[config.mk]
export PLATFORM = sky130hd
export DESIGN_NAME = ram_arbiter
export DESIGN_NICKNAME = d
export VERILOG_FILES = /design/src/rtl/ram_arb_pkg.sv /design/src/rtl/ram_arbiter_rr_arb2.sv /design/src/rtl/ram_arbiter.sv
export SDC_FILE = /design/constraint.sdc
export NUM_CORES = 1
export LEC_CHECK = 0
export CAP_MARGIN = 10
export CORE_MARGIN = 3
export CORE_UTILIZATION = 40
export CTS_CLUSTER_SIZE = 8
export DETAILED_ROUTE_END_ITERATION = 8
export GPL_TIMING_DRIVEN = 1
export PLACE_DENSITY = 0.79
export REMOVE_ABC_BUFFERS = 1
export SETUP_SLACK_MARGIN = 0.1
export SLEW_MARGIN = 20
export SYNTH_ARGS = -nofsm -noshare
export SYNTH_HDL_FRONTEND = slang
export SYNTH_SLANG_ARGS = --single-unit
[constraint.sdc]
create_clock -name clk -period 5.2 [get_ports clk]
set_clock_uncertainty 0.2 [all_clocks]
set_input_delay 1.04 -clock clk [delete_from_list [all_inputs] [get_ports clk]]
set_output_delay 1.04 -clock clk [all_outputs]
set_load 0.02 [all_outputs]
[src/rtl/ram_arb_pkg.sv]
// Shared types for the two-requester RAM access controller.
// Optional build macro RAM_ARB_FIXED_PRIO_EN selects fixed A-first priority.
package ram_arb_pkg;

    typedef enum logic [1:0] {
        IDLE    = 2'd0,
        ISSUE   = 2'd1,
        CAPTURE = 2'd2
    } state_t;

    localparam logic REQ_A = 1'b0;
    localparam logic REQ_B = 1'b1;

endpackage

[src/rtl/ram_arbiter_rr_arb2.sv]
// Two-input round-robin picker; purely combinational.
// RAM_ARB_FIXED_PRIO_EN makes A win every tie (last_grant is then ignored).
module rr_arb2
    import ram_arb_pkg::*;
(
    input  logic req_a,
    input  logic req_b,
    input  logic last_grant,
    output logic valid,
    output logic winner
);

`ifdef RAM_ARB_FIXED_PRIO_EN
    logic unused_last_grant;
    assign unused_last_grant = last_grant;
`endif

    // Pick the winner; ties go to whoever was not granted last
    always_comb begin
        valid  = req_a | req_b;
        winner = REQ_A;
        if (req_a && req_b) begin
`ifdef RAM_ARB_FIXED_PRIO_EN
            winner = REQ_A;
`else
            winner = (last_grant == REQ_A) ? REQ_B : REQ_A;
`endif
        end else if (req_b) begin
            winner = REQ_B;
        end
    end

endmodule

[src/rtl/ram_arbiter.sv]
// Shares the single-port data RAM between requester A and requester B.
// Build macro RAM_ARB_FIXED_PRIO_EN switches arbitration to fixed A-first.
module ram_arbiter
    import ram_arb_pkg::*;
#(
    parameter int addr_size = 8,
    parameter int data_size = 8
) (
    input  logic                 clk,
    input  logic                 rst,
    input  logic                 req_a,
    input  logic                 we_a,
    input  logic [addr_size-1:0] addr_a,
    input  logic [data_size-1:0] wdata_a,
    output logic                 gnt_a,
    output logic                 rvalid_a,
    output logic [data_size-1:0] rdata_a,
    input  logic                 req_b,
    input  logic                 we_b,
    input  logic [addr_size-1:0] addr_b,
    input  logic [data_size-1:0] wdata_b,
    output logic                 gnt_b,
    output logic                 rvalid_b,
    output logic [data_size-1:0] rdata_b,
    output logic                 mem_write_en,
    output logic [addr_size-1:0] mem_write_adress,
    output logic [data_size-1:0] mem_data_in,
    output logic                 mem_rd_en,
    output logic [addr_size-1:0] mem_rd_adress,
    input  logic [data_size-1:0] mem_data_out,
    output logic                 busy
);

    state_t state;
    state_t state_next;

    logic last_grant;
    logic cmd_owner;
    logic cmd_we;

    logic arb_valid;
    logic arb_winner;
    logic accept;
    logic capture;

    logic                 sel_we;
    logic [addr_size-1:0] sel_addr;
    logic [data_size-1:0] sel_wdata;

    rr_arb2 u_arb (
        .req_a      (req_a),
        .req_b      (req_b),
        .last_grant (last_grant),
        .valid      (arb_valid),
        .winner     (arb_winner)
    );

    assign sel_we    = (arb_winner == REQ_B) ? we_b    : we_a;
    assign sel_addr  = (arb_winner == REQ_B) ? addr_b  : addr_a;
    assign sel_wdata = (arb_winner == REQ_B) ? wdata_b : wdata_a;

    assign capture = (state == CAPTURE);
    assign busy    = (state != IDLE);

    // Next-state logic; requests are only looked at while idle
    always_comb begin
        state_next = state;
        accept     = 1'b0;
        case (state)
            IDLE: begin
                if (arb_valid) begin
                    state_next = ISSUE;
                    accept     = 1'b1;
                end
            end
            ISSUE:   state_next = cmd_we ? IDLE : CAPTURE;
            CAPTURE: state_next = IDLE;
            default: state_next = IDLE;
        endcase
    end

    // State register
    always_ff @(posedge clk or negedge rst) begin
        if (!rst) begin
            state <= IDLE;
        end else begin
            state <= state_next;
        end
    end

    // Latched command, grant/RAM command registers and read return path
    always_ff @(posedge clk or negedge rst) begin
        if (!rst) begin
            last_grant       <= REQ_B;
            cmd_owner        <= REQ_A;
            cmd_we           <= 1'b0;
            gnt_a            <= 1'b0;
            gnt_b            <= 1'b0;
            rvalid_a         <= 1'b0;
            rvalid_b         <= 1'b0;
            rdata_a          <= '0;
            rdata_b          <= '0;
            mem_write_en     <= 1'b0;
            mem_write_adress <= '0;
            mem_data_in      <= '0;
            mem_rd_en        <= 1'b0;
            mem_rd_adress    <= '0;
        end else begin
            if (accept) begin
                last_grant <= arb_winner;
                cmd_owner  <= arb_winner;
                cmd_we     <= sel_we;
            end
            gnt_a        <= accept && (arb_winner == REQ_A);
            gnt_b        <= accept && (arb_winner == REQ_B);
            mem_write_en <= accept && sel_we;
            mem_rd_en    <= accept && !sel_we;
            mem_write_adress <= (accept && sel_we)  ? sel_addr  : '0;
            mem_data_in      <= (accept && sel_we)  ? sel_wdata : '0;
            mem_rd_adress    <= (accept && !sel_we) ? sel_addr  : '0;
            rvalid_a <= capture && (cmd_owner == REQ_A);
            rvalid_b <= capture && (cmd_owner == REQ_B);
            if (capture && (cmd_owner == REQ_A)) begin
                rdata_a <= mem_data_out;
            end
            if (capture && (cmd_owner == REQ_B)) begin
                rdata_b <= mem_data_out;
            end
        end
    end

endmodule

==> impl_metrics.csv <==
group,metric,value,unit
outcome,status,"finished clean",
clock_tree,postCtsSetupBuffers,0,
finish,drive_gt1_share,22.5,%
power,power.leakage,1.32,nW
power,p_switching,0.000498,W
finish,synthToLayoutAreaGrowth,56.3,%
detailed_routing,num_vias,1375,
synth,ys_seq_area_share,66.8,%
grt,grt_max_degree,52,
setup_path,critPathCaptureType,"flop",
grt,grt_pass1_wl,7060,um
synth,syn_inst,121,
detailed_routing,wl_per_cell,16.3,um
floorplanning,io_pins,93,
timing,grt_setup_unrepaired,"false",
timing,fmax,321,MHz
floorplanning,rows,24,
floorplanning,design.die.area,0.00565,mm2
synth,syn_area_per_cell,15.8,um2
timing,max_slew_margin,26.8,%
detailed_routing,dr.pass1.iters,4,
synth,syn-cell-area,0.00191,mm2
clock_tree,clockBufferDepth,2,
detailed_routing,drc,0,
clock_tree,root_buffer,"clkbuf_8",
synth,synth_warnings,0,
grt,grt-ovfl-total,0,
floorplanning,die_h,75.1,um
finish,most-common-layout-cells,"clkdlybuf4s50_1, dfrtp_1, a22o_2, mux2_2, a22o_1",
clock_tree,post_cts_resized,0,
power,netSwitchingFraction,32.5,%
setup_path,cp.arrival,3140,ps
clock_tree,htreeDepth,2,
floorplanning,initial_utilization,42.7,%
detailed_routing,final_antenna_net_count,0,
floorplanning,core,0.00447,mm2
clock_tree,cts_made_buffers,5,
timing,hold_viol,0,
place,port_buffers,92,
place,dp_hpwl,3290,um
finish,finish.instance_area,0.00299,mm2
timing,hold_slack,233,ps
timing,setup_violations,0,
clock_tree,cts_tree,"yes",
power,pwr-share-comb,42.9,%
finish,antennaDiodeCount,0,
power,pwr-share-clk,18.1,%
clock_tree,cts_sinks,51,
finish,final_common_cell,"clkdlybuf4s50_1",
setup_path,path_max_fanout,16,
setup_path,cp-start-kind,"input pin",
detailed_routing,via_per_inst,5.09,
place,placement.cell_area,0.00287,mm2
setup_path,cp.required,5230,ps
timing,setup_tns,0,ps
detailed_routing,wl,4400,um
finish,layout.nets,263,
run,max-cap-violations,0,
timing,worst_pin_slew,1100,ps
hold_path,hold_class,"reg -> reg",
detailed_routing,drt-initial-drc-count,31,
setup_path,reg2reg_slack,2900,ps
timing,period_minus_slack,3110,ps
grt,antenna_found_initial,0,
timing,finalCritPeriodShare,59.8,%
clock_tree,clk_pin_slew,80,ps
clock_tree,hold_buffers,0,
power,seq_power_share,39.0,%
power,peakVddDrop,0.000221,V
grt,first_global_vias,1545,
place,gp_congestion,0.764,
synth,netlist-cell-type-count,25,
synth,synth-seq-cells,51,
setup_path,path_class,"in -> reg",
clock_tree,clk_latency,290,ps
power,power_density,512,mW/mm2
floorplanning,die_w,75.1,um
timing,slew_violations,0,
power,power.internal,0.00103,W
grt,grt.total_usage,16.6,%
through the flow:
stage               worst slack (ps)  util [%]  total power [W]  instances
floorplan                       2680         -         0.000932        117
global placement                1890      64.1          0.00125        262
detailed placement              1780      64.1          0.00127        262
CTS                             2090      66.8          0.00155        270
global route                    1990      66.8          0.00162        270
finish                          2090      66.8          0.00153        270
power by group through the flow:
stage | registers [W] | logic (W) | clock network, W
after floorplan | 0.000738 | 0.000194 | 0
after global placement | 0.000599 | 0.000652 | 0
after detailed placement | 0.000606 | 0.000664 | 0
after CTS | 0.000599 | 0.000666 | 0.000287
after global routing | 0.000616 | 0.000701 | 0.000299
final | 0.000597 | 0.000657 | 0.000277
kinds of logic (layout without fill, tap and decap cells):
| kind of cell | count (synthesis) | after routing | synth area share, % |
|---|---|---|---|
| buffers and inverters | 8 | 105 | 2.42 |
| AO/OA/AOI/OAI | 31 | 31 | 15.1 |
| flip-flops | 51 | 51 | 66.8 |
| multiplexers | 18 | 18 | 10.5 |
| AND/OR/NAND/NOR | 13 | 13 | 5.17 |
routing by layer:
metal	GRT usage (%)	share of wire, %	vias to the layer above
met3	10.3	15	4
met4	3.30	0.77	0
met1	19.2	40	652
li1	-	-	637
met2	26.8	44	82
met5	0	0	-
Yosys cell counts, drive strengths merged:
| library cell | instances | area, um2 |
|---|---|---|
| a211oi | 2 | 25.0 |
| a21boi | 1 | 7.51 |
| a21o | 1 | 8.76 |
| a21oi | 1 | 5.00 |
| a22o | 24 | 230 |
| buf | 3 | 27.5 |
| clkbuf | 1 | 3.75 |
| dfrtp | 50 | 1250 |
| dfstp | 1 | 26.3 |
| inv | 4 | 15.0 |
| mux2 | 16 | 180 |
| mux2i | 2 | 20.0 |
| nand2 | 1 | 3.75 |
| nand3b | 1 | 7.51 |
| nor2 | 2 | 7.51 |
| nor2b | 2 | 12.5 |
| nor3 | 1 | 10.0 |
| nor3b | 3 | 33.8 |
| o21ai | 1 | 5.00 |
| o21bai | 1 | 7.51 |
| or2 | 1 | 6.26 |
| or3b | 2 | 17.5 |
worst paths after layout:
path / from / endpoint / depth (start not counted)
setup / recovery: req_b / mem_data_in[5]$_DFF_PN0_ / 4
min in group asynchronous: rst / rdata_b[4]$_DFFE_PN0P_ / 1
hold / removal: cmd_we$_DFFE_PN0P_ / state[1]$_DFFE_PN0P_ / 1
max in group asynchronous: rst / rdata_a[7]$_DFFE_PN0P_ / 1
hold reg to reg: cmd_we$_DFFE_PN0P_ / state[1]$_DFFE_PN0P_ / 1
setup reg to reg: state[0]$_DFFE_PN0P_ / mem_data_in[5]$_DFF_PN0_ / 3
sequential cells by signal (all words and copies together), names as in the netlist, 2 cells and up:
register          flops
mem_rd_adress         8
rdata_b               8
state                 2
mem_write_adress      8
rdata_a               8
mem_data_in           8
area by class of cell:
class                   instances  area [um2]
inverters                       4        15.0
repair buffers                 93         926
clock inverters                 2        35.0
clock buffers                   6        82.6
flip-flops and latches         51        1280
well taps                      52        65.1
multi-input cells              62         588
fillers                       333        1490
critical path: stages:
cell and delay, ps:
clkdlybuf4s50_1 520, or3b_1 430, a211oi_2 870, a22o_2 280
Power figures use the tool's default switching activity.
